`src/rtl/io_pkg.sv`:
```
`default_nettype none
// ============================================================================
// Module      : io_pkg
// Description : Shared definitions for the I/O register-bus peripherals.
//               It holds the UART register addresses, the STATUS and CTRL
//               bit positions, and the serial FSM state type that the TX
//               and RX engines share.
// Revision    : 1.0 - initial release
// ============================================================================
package io_pkg;

    // UART register addresses (reg_addr[3:0])
    localparam logic [3:0] UART_TXDATA = 4'd0;
    localparam logic [3:0] UART_RXDATA = 4'd1;
    localparam logic [3:0] UART_STATUS = 4'd2;
    localparam logic [3:0] UART_DIVLO  = 4'd3;
    localparam logic [3:0] UART_DIVHI  = 4'd4;
    localparam logic [3:0] UART_CTRL   = 4'd5;

    // STATUS bit positions
    localparam int c_stat_tx_full   = 0;
    localparam int c_stat_tx_empty  = 1;
    localparam int c_stat_rx_valid  = 2;
    localparam int c_stat_rx_full   = 3;
    localparam int c_stat_overrun   = 4;
    localparam int c_stat_frame_err = 5;
    localparam int c_stat_tx_busy   = 6;

    // CTRL bit positions
    localparam int c_ctrl_rx_irq_en  = 0;
    localparam int c_ctrl_tx_irq_en  = 1;
    localparam int c_ctrl_err_irq_en = 2;

    // Serial frame state, shared by the TX and RX engines
    typedef enum logic [1:0] {
        ST_IDLE  = 2'd0,
        ST_START = 2'd1,
        ST_DATA  = 2'd2,
        ST_STOP  = 2'd3
    } uart_state_e;

endpackage
`default_nettype wire

```
`src/rtl/io_fifo.sv`:
```
`default_nettype none
// ============================================================================
// Module      : io_fifo
// Description : Small synchronous FIFO with first-word-fall-through head.
//               A push into a full FIFO is accepted only when a pop happens
//               in the same cycle. A pop from an empty FIFO is ignored.
// Ports       : clk, reset (async, active-low)
//               push/din  - write request and data
//               pop       - remove the head entry
//               full/empty/count - occupancy; head - oldest entry
// Revision    : 1.0 - initial release
// ============================================================================
module io_fifo #(
    parameter int WIDTH = 8,
    parameter int DEPTH = 4
) (
    input  logic                     clk,
    input  logic                     reset,
    input  logic                     push,
    input  logic [WIDTH-1:0]         din,
    input  logic                     pop,
    output logic                     full,
    output logic                     empty,
    output logic [$clog2(DEPTH):0]   count,
    output logic [WIDTH-1:0]         head
);

    localparam int              AW           = $clog2(DEPTH);
    localparam logic [AW:0]     c_full_count = (AW+1)'(DEPTH);

    logic [WIDTH-1:0] r_mem [DEPTH];
    logic [AW-1:0]    r_wptr;
    logic [AW-1:0]    r_rptr;
    logic [AW:0]      r_count;
    logic             w_do_push;
    logic             w_do_pop;

    assign empty     = (r_count == '0);
    assign full      = (r_count == c_full_count);
    assign count     = r_count;
    assign head      = r_mem[r_rptr];
    assign w_do_pop  = pop & ~empty;
    // A full FIFO still takes a push when the head leaves in the same cycle.
    assign w_do_push = push & (~full | w_do_pop);

    always_ff @(posedge clk) begin
        if (w_do_push) begin
            r_mem[r_wptr] <= din;
        end
    end

    // Pointers wrap naturally because DEPTH is a power of two.
    always_ff @(posedge clk or negedge reset) begin
        if (!reset) begin
            r_wptr  <= '0;
            r_rptr  <= '0;
            r_count <= '0;
        end else begin
            if (w_do_push) begin
                r_wptr <= r_wptr + 1'b1;
            end
            if (w_do_pop) begin
                r_rptr <= r_rptr + 1'b1;
            end
            case ({w_do_push, w_do_pop})
                2'b10:   r_count <= r_count + 1'b1;
                2'b01:   r_count <= r_count - 1'b1;
                default: r_count <= r_count;
            endcase
        end
    end

endmodule
`default_nettype wire

```
`src/rtl/io_uart.sv`:
```
`default_nettype none
// ============================================================================
// Module      : io_uart
// Description : Memory-mapped 8N1 UART with TX/RX FIFOs, a programmable bit
//               divider (bit period = DIV+1 clocks) and a registered level
//               interrupt.
// Ports       : clk, reset (async, active-low)
//               reg_addr/reg_data/reg_write/reg_read - byte register bus
//               reg_rdata - combinational read data for reg_addr
//               rx (async serial in), tx (serial out), irq (level)
// Revision    : 1.0 - initial release
// ============================================================================
module io_uart
    import io_pkg::*;
#(
    parameter logic [15:0] DIV_RESET = 16'd103,
    parameter int          TX_DEPTH  = 4,
    parameter int          RX_DEPTH  = 4
) (
    input  logic       clk,
    input  logic       reset,
    input  logic [3:0] reg_addr,
    input  logic [7:0] reg_data,
    input  logic       reg_write,
    input  logic       reg_read,
    output logic [7:0] reg_rdata,
    input  logic       rx,
    output logic       tx,
    output logic       irq
);

    // ---------------------------------------------------------------- regs
    logic [15:0] r_div;
    logic [2:0]  r_ctrl;
    logic        r_overrun;
    logic        r_frame_err;
    logic        r_irq;

    logic w_wr_tx;
    logic w_rd_rx;
    logic w_wr_stat;

    assign w_wr_tx   = reg_write & (reg_addr == UART_TXDATA);
    assign w_rd_rx   = reg_read  & (reg_addr == UART_RXDATA);
    assign w_wr_stat = reg_write & (reg_addr == UART_STATUS);

    // --------------------------------------------------------------- FIFOs
    logic                        w_tx_pop;
    logic                        w_txf_full;
    logic                        w_txf_empty;
    logic [$clog2(TX_DEPTH):0]   w_txf_count;
    logic [7:0]                  w_txf_head;

    logic                        w_rx_push;
    logic                        w_rxf_full;
    logic                        w_rxf_empty;
    logic [$clog2(RX_DEPTH):0]   w_rxf_count;
    logic [7:0]                  w_rxf_head;
    logic [7:0]                  r_rx_shift;

    io_fifo #(.WIDTH(8), .DEPTH(TX_DEPTH)) u_tx_fifo (
        .clk   (clk),
        .reset (reset),
        .push  (w_wr_tx),
        .din   (reg_data),
        .pop   (w_tx_pop),
        .full  (w_txf_full),
        .empty (w_txf_empty),
        .count (w_txf_count),
        .head  (w_txf_head)
    );

    io_fifo #(.WIDTH(8), .DEPTH(RX_DEPTH)) u_rx_fifo (
        .clk   (clk),
        .reset (reset),
        .push  (w_rx_push),
        .din   (r_rx_shift),
        .pop   (w_rd_rx),
        .full  (w_rxf_full),
        .empty (w_rxf_empty),
        .count (w_rxf_count),
        .head  (w_rxf_head)
    );

    // ----------------------------------------------------------- TX engine
    uart_state_e r_tx_state, w_tx_state_next;
    logic [15:0] r_tx_cnt,   w_tx_cnt_next;
    logic [7:0]  r_tx_shift, w_tx_shift_next;
    logic [2:0]  r_tx_bit,   w_tx_bit_next;
    logic        r_tx,       w_tx_next;
    logic        w_tx_expire;

    assign w_tx_expire = (r_tx_cnt == 16'd0);

    always_comb begin
        w_tx_state_next = r_tx_state;
        w_tx_cnt_next   = r_tx_cnt;
        w_tx_shift_next = r_tx_shift;
        w_tx_bit_next   = r_tx_bit;
        w_tx_next       = r_tx;
        w_tx_pop        = 1'b0;
        case (r_tx_state)
            ST_IDLE: begin
                w_tx_next = 1'b1;
                if (!w_txf_empty) begin
                    w_tx_pop        = 1'b1;
                    w_tx_shift_next = w_txf_head;
                    w_tx_cnt_next   = r_div;
                    w_tx_state_next = ST_START;
                    w_tx_next       = 1'b0;
                end
            end
            ST_START: begin
                if (w_tx_expire) begin
                    w_tx_state_next = ST_DATA;
                    w_tx_cnt_next   = r_div;
                    w_tx_bit_next   = 3'd0;
                    w_tx_next       = r_tx_shift[0];
                end else begin
                    w_tx_cnt_next = r_tx_cnt - 16'd1;
                end
            end
            ST_DATA: begin
                if (w_tx_expire) begin
                    w_tx_cnt_next = r_div;
                    if (r_tx_bit == 3'd7) begin
                        w_tx_state_next = ST_STOP;
                        w_tx_next       = 1'b1;
                    end else begin
                        // tx is registered, so present the bit that will
                        // sit at shifter[0] after this shift.
                        w_tx_shift_next = {1'b0, r_tx_shift[7:1]};
                        w_tx_bit_next   = r_tx_bit + 3'd1;
                        w_tx_next       = r_tx_shift[1];
                    end
                end else begin
                    w_tx_cnt_next = r_tx_cnt - 16'd1;
                end
            end
            ST_STOP: begin
                if (w_tx_expire) begin
                    if (!w_txf_empty) begin
                        // Chain straight into the next frame, no idle gap.
                        w_tx_pop        = 1'b1;
                        w_tx_shift_next = w_txf_head;
                        w_tx_cnt_next   = r_div;
                        w_tx_state_next = ST_START;
                        w_tx_next       = 1'b0;
                    end else begin
                        w_tx_state_next = ST_IDLE;
                        w_tx_next       = 1'b1;
                    end
                end else begin
                    w_tx_cnt_next = r_tx_cnt - 16'd1;
                end
            end
            default: begin
                w_tx_state_next = ST_IDLE;
                w_tx_next       = 1'b1;
            end
        endcase
    end

    always_ff @(posedge clk or negedge reset) begin
        if (!reset) begin
            r_tx_state <= ST_IDLE;
            r_tx_cnt   <= 16'd0;
            r_tx_shift <= 8'd0;
            r_tx_bit   <= 3'd0;
            r_tx       <= 1'b1;
        end else begin
            r_tx_state <= w_tx_state_next;
            r_tx_cnt   <= w_tx_cnt_next;
            r_tx_shift <= w_tx_shift_next;
            r_tx_bit   <= w_tx_bit_next;
            r_tx       <= w_tx_next;
        end
    end

    assign tx = r_tx;

    // ----------------------------------------------------------- RX engine
    logic        r_rx_s1, r_rx_s2, r_rx_s3;
    uart_state_e r_rx_state, w_rx_state_next;
    logic [15:0] r_rx_cnt,   w_rx_cnt_next;
    logic [7:0]  w_rx_shift_next;
    logic [2:0]  r_rx_bit,   w_rx_bit_next;
    logic        w_rx_fall;
    logic        w_rx_expire;
    logic        w_frame_set;
    logic        w_overrun_set;

    assign w_rx_fall   = r_rx_s3 & ~r_rx_s2;
    assign w_rx_expire = (r_rx_cnt == 16'd0);
    // A full FIFO only loses the byte if the host is not popping this cycle.
    assign w_overrun_set = w_rx_push & w_rxf_full & ~w_rd_rx;

    always_comb begin
        w_rx_state_next = r_rx_state;
        w_rx_cnt_next   = r_rx_cnt;
        w_rx_shift_next = r_rx_shift;
        w_rx_bit_next   = r_rx_bit;
        w_rx_push       = 1'b0;
        w_frame_set     = 1'b0;
        case (r_rx_state)
            ST_IDLE: begin
                if (w_rx_fall) begin
                    // Half a bit period lands the start sample mid-bit.
                    w_rx_cnt_next   = r_div >> 1;
                    w_rx_state_next = ST_START;
                end
            end
            ST_START: begin
                if (w_rx_expire) begin
                    if (r_rx_s2) begin
                        w_rx_state_next = ST_IDLE;
                    end else begin
                        w_rx_cnt_next   = r_div;
                        w_rx_bit_next   = 3'd0;
                        w_rx_state_next = ST_DATA;
                    end
                end else begin
                    w_rx_cnt_next = r_rx_cnt - 16'd1;
                end
            end
            ST_DATA: begin
                if (w_rx_expire) begin
                    w_rx_shift_next = {r_rx_s2, r_rx_shift[7:1]};
                    w_rx_cnt_next   = r_div;
                    if (r_rx_bit == 3'd7) begin
                        w_rx_state_next = ST_STOP;
                    end else begin
                        w_rx_bit_next = r_rx_bit + 3'd1;
                    end
                end else begin
                    w_rx_cnt_next = r_rx_cnt - 16'd1;
                end
            end
            ST_STOP: begin
                if (w_rx_expire) begin
                    w_rx_state_next = ST_IDLE;
                    if (r_rx_s2) begin
                        w_rx_push = 1'b1;
                    end else begin
                        w_frame_set = 1'b1;
                    end
                end else begin
                    w_rx_cnt_next = r_rx_cnt - 16'd1;
                end
            end
            default: w_rx_state_next = ST_IDLE;
        endcase
    end

    always_ff @(posedge clk or negedge reset) begin
        if (!reset) begin
            r_rx_s1    <= 1'b1;
            r_rx_s2    <= 1'b1;
            r_rx_s3    <= 1'b1;
            r_rx_state <= ST_IDLE;
            r_rx_cnt   <= 16'd0;
            r_rx_shift <= 8'd0;
            r_rx_bit   <= 3'd0;
        end else begin
            r_rx_s1    <= rx;
            r_rx_s2    <= r_rx_s1;
            r_rx_s3    <= r_rx_s2;
            r_rx_state <= w_rx_state_next;
            r_rx_cnt   <= w_rx_cnt_next;
            r_rx_shift <= w_rx_shift_next;
            r_rx_bit   <= w_rx_bit_next;
        end
    end

    // ------------------------------------------------- status / registers
    logic       w_tx_busy;
    logic       w_rx_valid;
    logic [7:0] w_status;
    logic       w_irq_next;

    assign w_tx_busy  = (w_txf_count != '0) | (r_tx_state != ST_IDLE);
    assign w_rx_valid = (w_rxf_count != '0);

    always_comb begin
        w_status                   = 8'h00;
        w_status[c_stat_tx_full]   = w_txf_full;
        w_status[c_stat_tx_empty]  = w_txf_empty;
        w_status[c_stat_rx_valid]  = w_rx_valid;
        w_status[c_stat_rx_full]   = w_rxf_full;
        w_status[c_stat_overrun]   = r_overrun;
        w_status[c_stat_frame_err] = r_frame_err;
        w_status[c_stat_tx_busy]   = w_tx_busy;
    end

    assign w_irq_next = (r_ctrl[c_ctrl_rx_irq_en]  & w_rx_valid)
                      | (r_ctrl[c_ctrl_tx_irq_en]  & w_txf_empty)
                      | (r_ctrl[c_ctrl_err_irq_en] & (r_overrun | r_frame_err));

    always_ff @(posedge clk or negedge reset) begin
        if (!reset) begin
            r_div       <= DIV_RESET;
            r_ctrl      <= 3'd0;
            r_overrun   <= 1'b0;
            r_frame_err <= 1'b0;
            r_irq       <= 1'b0;
        end else begin
            if (reg_write) begin
                case (reg_addr)
                    UART_DIVLO: r_div[7:0]  <= reg_data;
                    UART_DIVHI: r_div[15:8] <= reg_data;
                    UART_CTRL:  r_ctrl      <= reg_data[2:0];
                    default:    ;
                endcase
            end
            // A new error event wins over a simultaneous write-1-to-clear.
            r_overrun   <= w_overrun_set |
                           (r_overrun & ~(w_wr_stat & reg_data[c_stat_overrun]));
            r_frame_err <= w_frame_set |
                           (r_frame_err & ~(w_wr_stat & reg_data[c_stat_frame_err]));
            r_irq       <= w_irq_next;
        end
    end

    assign irq = r_irq;

    always_comb begin
        reg_rdata = 8'h00;
        case (reg_addr)
            UART_RXDATA: reg_rdata = w_rxf_empty ? 8'h00 : w_rxf_head;
            UART_STATUS: reg_rdata = w_status;
            UART_DIVLO:  reg_rdata = r_div[7:0];
            UART_DIVHI:  reg_rdata = r_div[15:8];
            UART_CTRL:   reg_rdata = {5'b00000, r_ctrl};
            default:     reg_rdata = 8'h00;
        endcase
    end

endmodule
`default_nettype wire

```
`config.mk`:
```
export PLATFORM = sky130hd
export DESIGN_NAME = io_uart
export DESIGN_NICKNAME = d
export VERILOG_FILES = /design/src/rtl/io_pkg.sv /design/src/rtl/io_fifo.sv /design/src/rtl/io_uart.sv
export SDC_FILE = /design/constraint.sdc
export NUM_CORES = 1
export LEC_CHECK = 0
export ABC_AREA = 1
export CAP_MARGIN = 20
export CORE_UTILIZATION = 65
export DETAILED_ROUTE_END_ITERATION = 8
export GPL_TIMING_DRIVEN = 0
export MAX_ROUTING_LAYER = met4
export PLACE_DENSITY = 0.81
export SLEW_MARGIN = 0
export SYNTH_ARGS = -nofsm -noshare
export SYNTH_HDL_FRONTEND = slang
export SYNTH_SLANG_ARGS = --single-unit
```
`constraint.sdc`:
```
create_clock -name clk -period 6.65 [get_ports clk]
set_input_delay 0.665 -clock clk [delete_from_list [all_inputs] [get_ports clk]]
set_output_delay 0.665 -clock clk [all_outputs]
set_load 0.01 [all_outputs]
```
-- Word-level counts from Yosys, hierarchy flattened
Memories as Yosys holds them, arrays and structs flattened.
Cells that the tools add are included.
- output and inout port bits: 10
- memory bits (writable): 64
- bits in registers: 98
- input port bits: 17
- memories kept: 2
- logic and storage cells: 193
- bitwise logic cells: 33
- mux-type cells: 61
- equal/unequal tests: 34
- reductions and logical operators: 27
- add/subtract/negate cells: 12
- memory list (memory ; words ; bits a word ; read ports ; clocked after Yosys merged registers in ; wr ports ; line ; source):
    u_rx_fifo.r_mem ; 4 ; 8 ; 1 ; 0 ; 1 ; io_fifo.sv:31 ; logic [WIDTH-1:0] r_mem [DEPTH];
    u_tx_fifo.r_mem ; 4 ; 8 ; 1 ; 0 ; 1 ; io_fifo.sv:31 ;
- operators with widths (kind ; count):
    $mux W16 ; 8
    $pmux W16 S4 ; 1
    $pmux W16 S3 ; 1
    $mux W8 ; 5
    $pmux W8 S5 ; 1
    $logic_not A16 Y1 ; 2
    $sub A16 B1 Y16 const B ; 2
    $ne A2 B2 Y1 const B ; 14
    $pmux W3 S2 ; 4
    $pmux W8 S3 ; 1
    $mux W2 ; 11
    $mux W3 ; 7
    $mux W1 ; 18
    $and A1 B1 Y1 ; 17
    $pmux W2 S4 ; 2
    $reduce_and A5 Y1 ; 3
    $add A3 B1 Y3 const B ; 4
    $eq A2 B2 Y1 const B ; 6
    $eq A3 B3 Y1 const B ; 4
    $reduce_bool A2 Y1 ; 5
    $reduce_bool A3 Y1 ; 3
    $add A2 B1 Y2 const B ; 4
    $eq A2 B1 Y1 const B ; 4
    $eq A4 B2 Y1 const B ; 2
    15 further kinds ; 38

-- Longest topological paths before layout
Gate-level depths: netlist of run 1.
- depth in word-level cells: 9
- depth in mapped cells: 15
- gate-level depth less buffers: 15

-- Modules after synthesis
From an unflattened synthesis of run 1, not the netlist that was laid out.
- cell total of the unflattened synthesis: 1153
- area, all modules: 9251.4 um^2
- by module, submodules not included (module ; cells each ; area an instance (um^2) ; instances ; sequential area each (um^2)):
    io_uart ; 871 ; 5901.9 ; 1 ; 2113.3
    io_fifo (u_tx_fifo) ; 148 ; 1702.9 ; 1 ; 1136.1
    io_fifo (u_rx_fifo) ; 134 ; 1646.6 ; 1 ; 1136.1

-- Worst setup path before layout of run 1
Ideal clock, no wire load.
- kind: input to register
- from: input reg_addr[3]
- to: memory u_rx_fifo.r_mem[0][0] (enable)
- required time: 6.279 ns
- stages: 7
- path slack: 4.441 ns
- path buffers: 0
- setup time: 0.371 ns
- data arrival time: 1.839 ns
- path through: nor2_1 > nand2_1 > nor2_4 > nand2_4 > nand2_2 > nand2_1 > nor2_1
- cells in the longest elaborated chain, start to end: 7
- ends and longest elaborated chain (item ; line ; source):
    from (decl) ; io_uart.sv:22 ; input logic [3:0] reg_addr,
    $eq A4 B1 Y1 ; io_uart.sv:44 ; assign w_rd_rx = reg_read & (reg_addr == UART_RXDATA);
    $and A1 B1 Y1 ; io_uart.sv:44 ;
    $and A1 B1 Y1 ; io_fifo.sv:42 ; assign w_do_pop = pop & ~empty;
    $or A1 B1 Y1 ; io_fifo.sv:44 ; assign w_do_push = push & (~full | w_do_pop);
    $and A1 B1 Y1 ; io_fifo.sv:44 ;
    $mux W1 ; io_fifo.sv:47 ; if (w_do_push) begin
    $mux W1 (implied by the code) ; io_fifo.sv:48 ; r_mem[r_wptr] <= din;
    to (decl) ; io_fifo.sv:31 ;
Every way passes these cells.

-- Worst setup path in the final report of run 1
- from: register u_rx_fifo.r_rptr[0]
- to: output reg_rdata[6]
- cells in the longest elaborated chain, start to end: 3
- ends and longest elaborated chain (item ; line ; source):
    from (decl) ; io_fifo.sv:33 ; logic [AW-1:0] r_rptr;
    from (signal assigned) ; io_fifo.sv:63 ; r_rptr <= r_rptr + 1'b1;
    $mem_v2 Z4 W8 ; - ;
    $mux W8 ; io_uart.sv:329 ; UART_RXDATA: reg_rdata = w_rxf_empty ? 8'h00 : w_rxf_head;
    $pmux W8 S5 ; io_uart.sv:328 ; case (reg_addr)
    to (decl) ; io_uart.sv:26 ; output logic [7:0] reg_rdata,
Every way passes these cells.

==> impl_metrics.toml, run 1 <==
[outcome]
outcome = "finished clean"

[drt]
wire_per_inst_um = 17.59
detail_route.first_pass.iterations = 5
drtIter0Drc = 709
dr_total_vias = 7290
drt.antenna.violating_nets = 0
via_per_inst = 5.889
drc = 0
finalWirelength_mm = 21.78

[timing]
setup_tns_ns = 0
slew_violations = 0
finClkSkew_ns = 0.007272
final_hold_viol_count = 0
fin_hold_ws_ns = 0.1520
max_freq_mhz = 288.8
worstMarginPinSlew_ns = 0.9194
min_period_over_period = 0.5207
slew_headroom = 0.3823
setup_viol = 0
min_period_ns = 3.463
rsz0062_at_grt = "false"

[placed_design]
dp_hpwl_mm = 15.55
io_buffers = 26
place.gp.congestion = 0.9569

[grt]
grtUsageTotal = 0.3395
grt_start_max_net_pins = 72
grt.overflow.total = 0
grt_pass1_wl_mm = 35.21
grt_pass1_vias = 7045
antenna_found_initial = 0

[worst_setup_path]
ff2ff_path_depth = 8
r2r-end = "u_tx_fifo.r_mem[0][3]"
startpoint_type = "flip-flop"
critPathMaxStageDelay_ns = 0.60
crit_required_ns = 5.98
path_cells = "buf_2 -> clkinv_1 -> clkbuf_1 -> nor2_1 -> o32ai_1 -> nand2_1 -> o2111ai_1 -> clkdlybuf4s50_1"
r2r-start = "r_tx_state[0]"
crit_type = "reg2out"
cp-end-kind = "output port"
critPathSlowestCell = "clkdlybuf4s50_1"
reg2reg_slack_ns = 3.69
critPathArrivalTime_ns = 2.80
path_max_fanout = 10

[yosys]
avgSynthCellArea_um2 = 8.655
synth_simple_gate_area_frac = 0.2046
synthMuxAreaShare = 0.01034
ys_top_cells_by_area = "dfrtp_1 (26%), edfxtp_1 (22%), nand2_1 (9.6%)"
synthFlopType = "dfrtp_1"
ys_ff_latch = 162
synth.most_common_cell = "nand2_1"
ys_types = 43
syn_inst = 1007
synthAdderAreaFrac = 0.04192
synth_compound_area_frac = 0.1560
ys_top_cells_by_count = "nand2_1 (222), nor2_1 (117), o21ai_0 (114)"
synthXorXnorAreaFrac = 0.01507
synth_area_um2 = 8716
yosys_warnings = 0
ys_seq_area_frac = 0.5032
synth_edf_count = 64
yosysTopAreaCell = "dfrtp_1"
synth.net_count = 1052
async_flop_share = 0.6049
synth.top_cell.area_share = 0.2555
synth_top_family_by_area = "simple AND/OR/NAND/NOR gates"

[worst_hold_path]
min_path_type = "in2async"

[layout]
drive_above_1_share = 0.1032
n_antenna_cell = 0
nets = 1098
areaGrowthSynthToFinish_pct = 12.40
ff_latch_area_um2 = 4385
multi_input_area_um2 = 3730
fill_cells = 926

[power_and_ir_drop]
power_density_nw_per_um2 = 448.4
power.leakage_nw = 4.376
vdd_ir_drop_max_v = 0.0002794

[clocking]
cts_setup_buffers = 0
worst_skew_pair.late_latency_ns = 0.44
clock-sinks = 162
cts-resized-gates = 0
cts-hold-fix-buffers = 0
tritoncts = "done"
htree_levels = 4
clockRootBuffer = "clkbuf_16"
cts_buffer_depth = 2
clkTransAtPathRegs_ns = 0.06
numCtsBuffers = 17

[die]
pin_count = 27
start_util = 0.6796
core-area_um2 = 12820
die_area_um2 = 13880
die_h_um = 117.8
die_w_um = 117.8
fp-row-count = 41

[flow_run]
cap_violations = 0
[worst max-delay path by stage]
stage,from,to,slack (ns)
2_1_floorplan,reg_addr[3],u_rx_fifo.r_mem[0][0],4.44
3_3_place_gp,reset,r_rx_bit[1],1.14
3_5_place_dp,reg_addr[2],reg_rdata[2],3.36
4_1_cts,u_rx_fifo.r_rptr[0],reg_rdata[6],3.19
5_1_grt,u_rx_fifo.r_rptr[0],reg_rdata[6],3.06
6_report,u_rx_fifo.r_rptr[0],reg_rdata[6],3.19
[cell usage in the layout (no fill, tap or decap), types with 6 or more instances in the layout]
| master | count |
|---|---|
| mux2_2 | 8 |
| nand3_1 | 37 |
| o22ai_1 | 9 |
| nor2_4 | 8 |
| o2111ai_1 | 6 |
| a31oi_1 | 11 |
| o31ai_1 | 7 |
| dfrtp_1 | 89 |
| nor3_1 | 7 |
| inv_6 | 6 |
| nand2_2 | 10 |
| nand2_1 | 222 |
| ha_1 | 26 |
| clkdlybuf4s50_1 | 25 |
| nor2_2 | 8 |
| inv_1 | 99 |
| buf_6 | 10 |
| o21ai_1 | 24 |
| buf_2 | 6 |
| clkbuf_16 | 17 |
| xor2_1 | 13 |
| dfstp_2 | 9 |
| clkbuf_1 | 16 |
| a21oi_1 | 37 |
| edfxtp_1 | 64 |
| o21ai_0 | 114 |
| nor2_1 | 117 |
| o32ai_1 | 8 |
[power breakdown]
| group | internal, mW | switching (mW) | total [mW] |
|---|---|---|---|
| clock network | 0.557 | 0.426 | 0.983 |
| logic | 0.700 | 1.28 | 1.98 |
| registers | 1.25 | 0.181 | 1.43 |
| total | 2.51 | 1.89 | 4.39 |
[flip-flops by register name, summed over array words and instances (netlist names), 3 cells and up, named ones only]
| name | cells |
|---|---|
| r_ctrl | 3 |
| r_div | 16 |
| r_rx_bit | 3 |
| r_rx_cnt | 16 |
| r_rx_shift | 8 |
| r_tx_bit | 3 |
| r_tx_cnt | 16 |
| r_tx_shift | 8 |
| u_rx_fifo.count | 3 |
| u_rx_fifo.r_mem | 32 |
| u_tx_fifo.count | 3 |
| u_tx_fifo.r_mem | 32 |
[final cells by class]
cell class / count / share of cell area
clock buffers: 17 / 0.04342
inverters: 105 / 0.04023
multi-input cells: 707 / 0.3807
well taps: 172 / 0.02197
plain buffers: 33 / 0.02107
clock inverters: 15 / 0.01584
repair buffers: 27 / 0.02912
flip-flops and latches: 162 / 0.4476
[cells by family after synthesis]
group | Yosys count
and+or+nand+nor | 419
buffers and inverters | 138
adders and majority gates | 28
muxes | 8
AOI/OAI and AO/OA | 237
DFF | 162
xor gates and xnor gates | 15
[stage by stage]
stage / cell area (um2) / worst slack [ns] / std cells / power (mW) / utilization
floorplan: 8716 / 4.441 / 1007 / 2.866 / -
global placement: 9191 / 1.138 / 1205 / 3.316 / 0.7167
detailed placement: 9216 / 3.365 / 1206 / 3.378 / 0.7186
CTS: 9797 / 3.188 / 1238 / 4.365 / 0.7639
global route: 9797 / 3.065 / 1238 / 4.690 / 0.7639
finish: 9797 / 3.187 / 1238 / 4.393 / 0.7639
[worst max-delay path: cells and delay by family (launching register included)]
kind,cells,cell delay [ns]
flops,1,0.36
buf+inv,4,1.33
compound gates,2,0.46
simple gates,2,0.21
[layer usage]
| layer | track usage | share of wire |
|---|---|---|
| met1 | 0.4199 | 0.41 |
| met2 | 0.5445 | 0.49 |
| met3 | 0.07461 | 0.072 |
| met4 | 0.1354 | 0.025 |
| met5 | - | 0 |
Power figures use the tool's default switching activity.
==> run 2: changes to the inputs <==
- CORE_UTILIZATION: 65 -> 56
- PLACE_DENSITY: 0.81 -> 0.74
- clock period: 6.65 -> 3.1 ns (I/O delays scaled with it)
==> run 2 against run 1 <==
Against the previous run:
- non-clock buffer count unchanged
- total power up 110%
- global-route usage down 5.2 points
- clock-buffer cell count up 3
- die area up 16%
- largest cell class unchanged
==> impl_metrics.toml, run 2 (synthesis results as in run 1) <==
[outcome]
outcome = "finished clean"

[layout]
areaGrowthSynthToFinish_pct = 12.70
drive_above_1_share = 0.1023
n_antenna_cell = 0
final_common_cell = "nand2_1"
final_cell_area_um2 = 9823
biggestRegsByFlops = "u_rx_fifo.r_mem: 32 flops, u_tx_fifo.r_mem: 32 flops"
fill_cells = 1238
nets = 1098
final_cell_mix = "nand2_1 (222), nor2_1 (117), o21ai_0 (114), inv_1 (99), dfrtp_1 (89)"

[drt]
detail_route.first_pass.iterations = 5
wire_per_inst_um = 16.83
drt.antenna.violating_nets = 0
dr_total_vias = 7118
finalWirelength_mm = 21.11
drtIter0Drc = 623
via_per_inst = 5.676
drc = 0

[power_and_ir_drop]
power_density_nw_per_um2 = 951.3
power.leakage_nw = 4.366
vdd_ir_drop_max_v = 0.0004850

[die]
fp-row-count = 45
pin_count = 27
die_h_um = 126.8
core-area_um2 = 15200
die_w_um = 126.8
start_util = 0.5733
die_area_um2 = 16070

[timing]
min_period_over_period = 0.9234
fin_hold_ws_ns = 0.2825
slew_headroom = 0.4689
min_period_ns = 2.863
rsz0062_at_grt = "false"
slew_violations = 0
setup_viol = 0
setup_ws_ns = 0.2373
worstMarginPinSlew_ns = 0.7906
max_freq_mhz = 349.3
finClkSkew_ns = 0.01132
final_hold_viol_count = 0

[placed_design]
place.gp.congestion = 0.8891
post-place-ws_ns = 0.2830
io_buffers = 26
dp_hpwl_mm = 15.30
post_dp_cell_area_um2 = 9236

[grt]
antenna_found_initial = 0
grtUsageTotal = 0.2875
grt.overflow.total = 0
grt_start_max_net_pins = 57
grt_pass1_vias = 6920
grt_pass1_wl_mm = 34.43

[worst_hold_path]
min_path_type = "in2reg"
min_to = "r_rx_s1"
hp-start = "rx"
holdPathStages = 1

[worst_setup_path]
r2r-start = "r_tx_state[0]"
reg2reg_slack_ns = 0.29
cp_top_family = "buffers and inverters"
crit_required_ns = 2.79
critPathArrivalTime_ns = 2.55
cp-end-kind = "output port"
ff2ff_path_depth = 8
crit_type = "reg2out"
critPathMaxStageDelay_ns = 0.59
worstPathBufferInverterCount = 3
startpoint_type = "flip-flop"
critPathSlowestCell = "clkdlybuf4s50_1"
r2r-end = "u_tx_fifo.r_mem[3][3]"
path_cells = "buf_2 -> clkbuf_1 -> nor2_1 -> o32ai_1 -> nand2_1 -> o2111ai_1 -> clkdlybuf4s50_1"
path_max_fanout = 10

[clocking]
htree_levels = 4
cts_setup_buffers = 0
clockRootBuffer = "clkbuf_16"
clock-sinks = 162
clkTransAtPathRegs_ns = 0.06
tritoncts = "done"
numCtsBuffers = 17
cts_buffer_depth = 2
worst_skew_pair.late_latency_ns = 0.43

[flow_run]
cap_violations = 0
==> run 2: what timing repair did <==
item,4_1_cts,5_1_grt
endpoints found under the hold margin,41,0
gates resized for setup,0,2
setup endpoints to repair,0,2
hold buffers,1,0
==> run 2: routing by layer <==
layer	track usage	share of wire
met5	-	0
met4	0.1127	0.030
met3	0.05356	0.051
met2	0.4654	0.48
met1	0.3597	0.44
==> run 2: layout make-up <==
cell class / instances / area (um2) / area share
Sequential cell: 162 / 4385 / 0.4464
Multi-Input combinational cell: 707 / 3730 / 0.3797
Clock buffer: 20 / 446.7 / 0.04547
Inverter: 105 / 394.1 / 0.04012
Timing Repair Buffer: 28 / 295.3 / 0.03006
Tap cell: 188 / 235.2 / 0.02395
Buffer: 32 / 203.9 / 0.02076
Clock inverter: 12 / 132.6 / 0.01350
==> run 2: where the power goes <==
part           internal, mW  leakage, nW  switching, mW
clock network          1.21        0.267          0.884
logic                  1.50         2.26           2.69
registers              2.68         1.83          0.379
==> run 2: worst max path at each step <==
stage,from,end,slack [ns],cells past startpoint
6_report,u_rx_fifo.r_rptr[0],reg_rdata[6],0.24,7
5_1_grt,u_rx_fifo.r_rptr[0],reg_rdata[2],0.02,7
4_1_cts,u_rx_fifo.r_rptr[0],reg_rdata[6],0.1,8
3_5_place_dp,r_tx_state[0],u_tx_fifo.r_mem[0][7],0.28,8
3_3_place_gp,reset,u_rx_fifo.r_wptr[0],-2.18,1
2_1_floorplan,r_tx_state[0],u_tx_fifo.r_mem[0][0],0.95,8
==> run 2: per-stage QoR <==
step,setup TNS (ns),utilization,std cells,power (mW)
floorplan,0,-,1007,6.147
global placement,-201.29,0.6059,1221,7.129
detailed placement,0,0.6076,1222,7.219
CTS,0,0.6463,1255,9.316
global route,0,0.6462,1254,10.05
finish,0,0.6462,1254,9.345
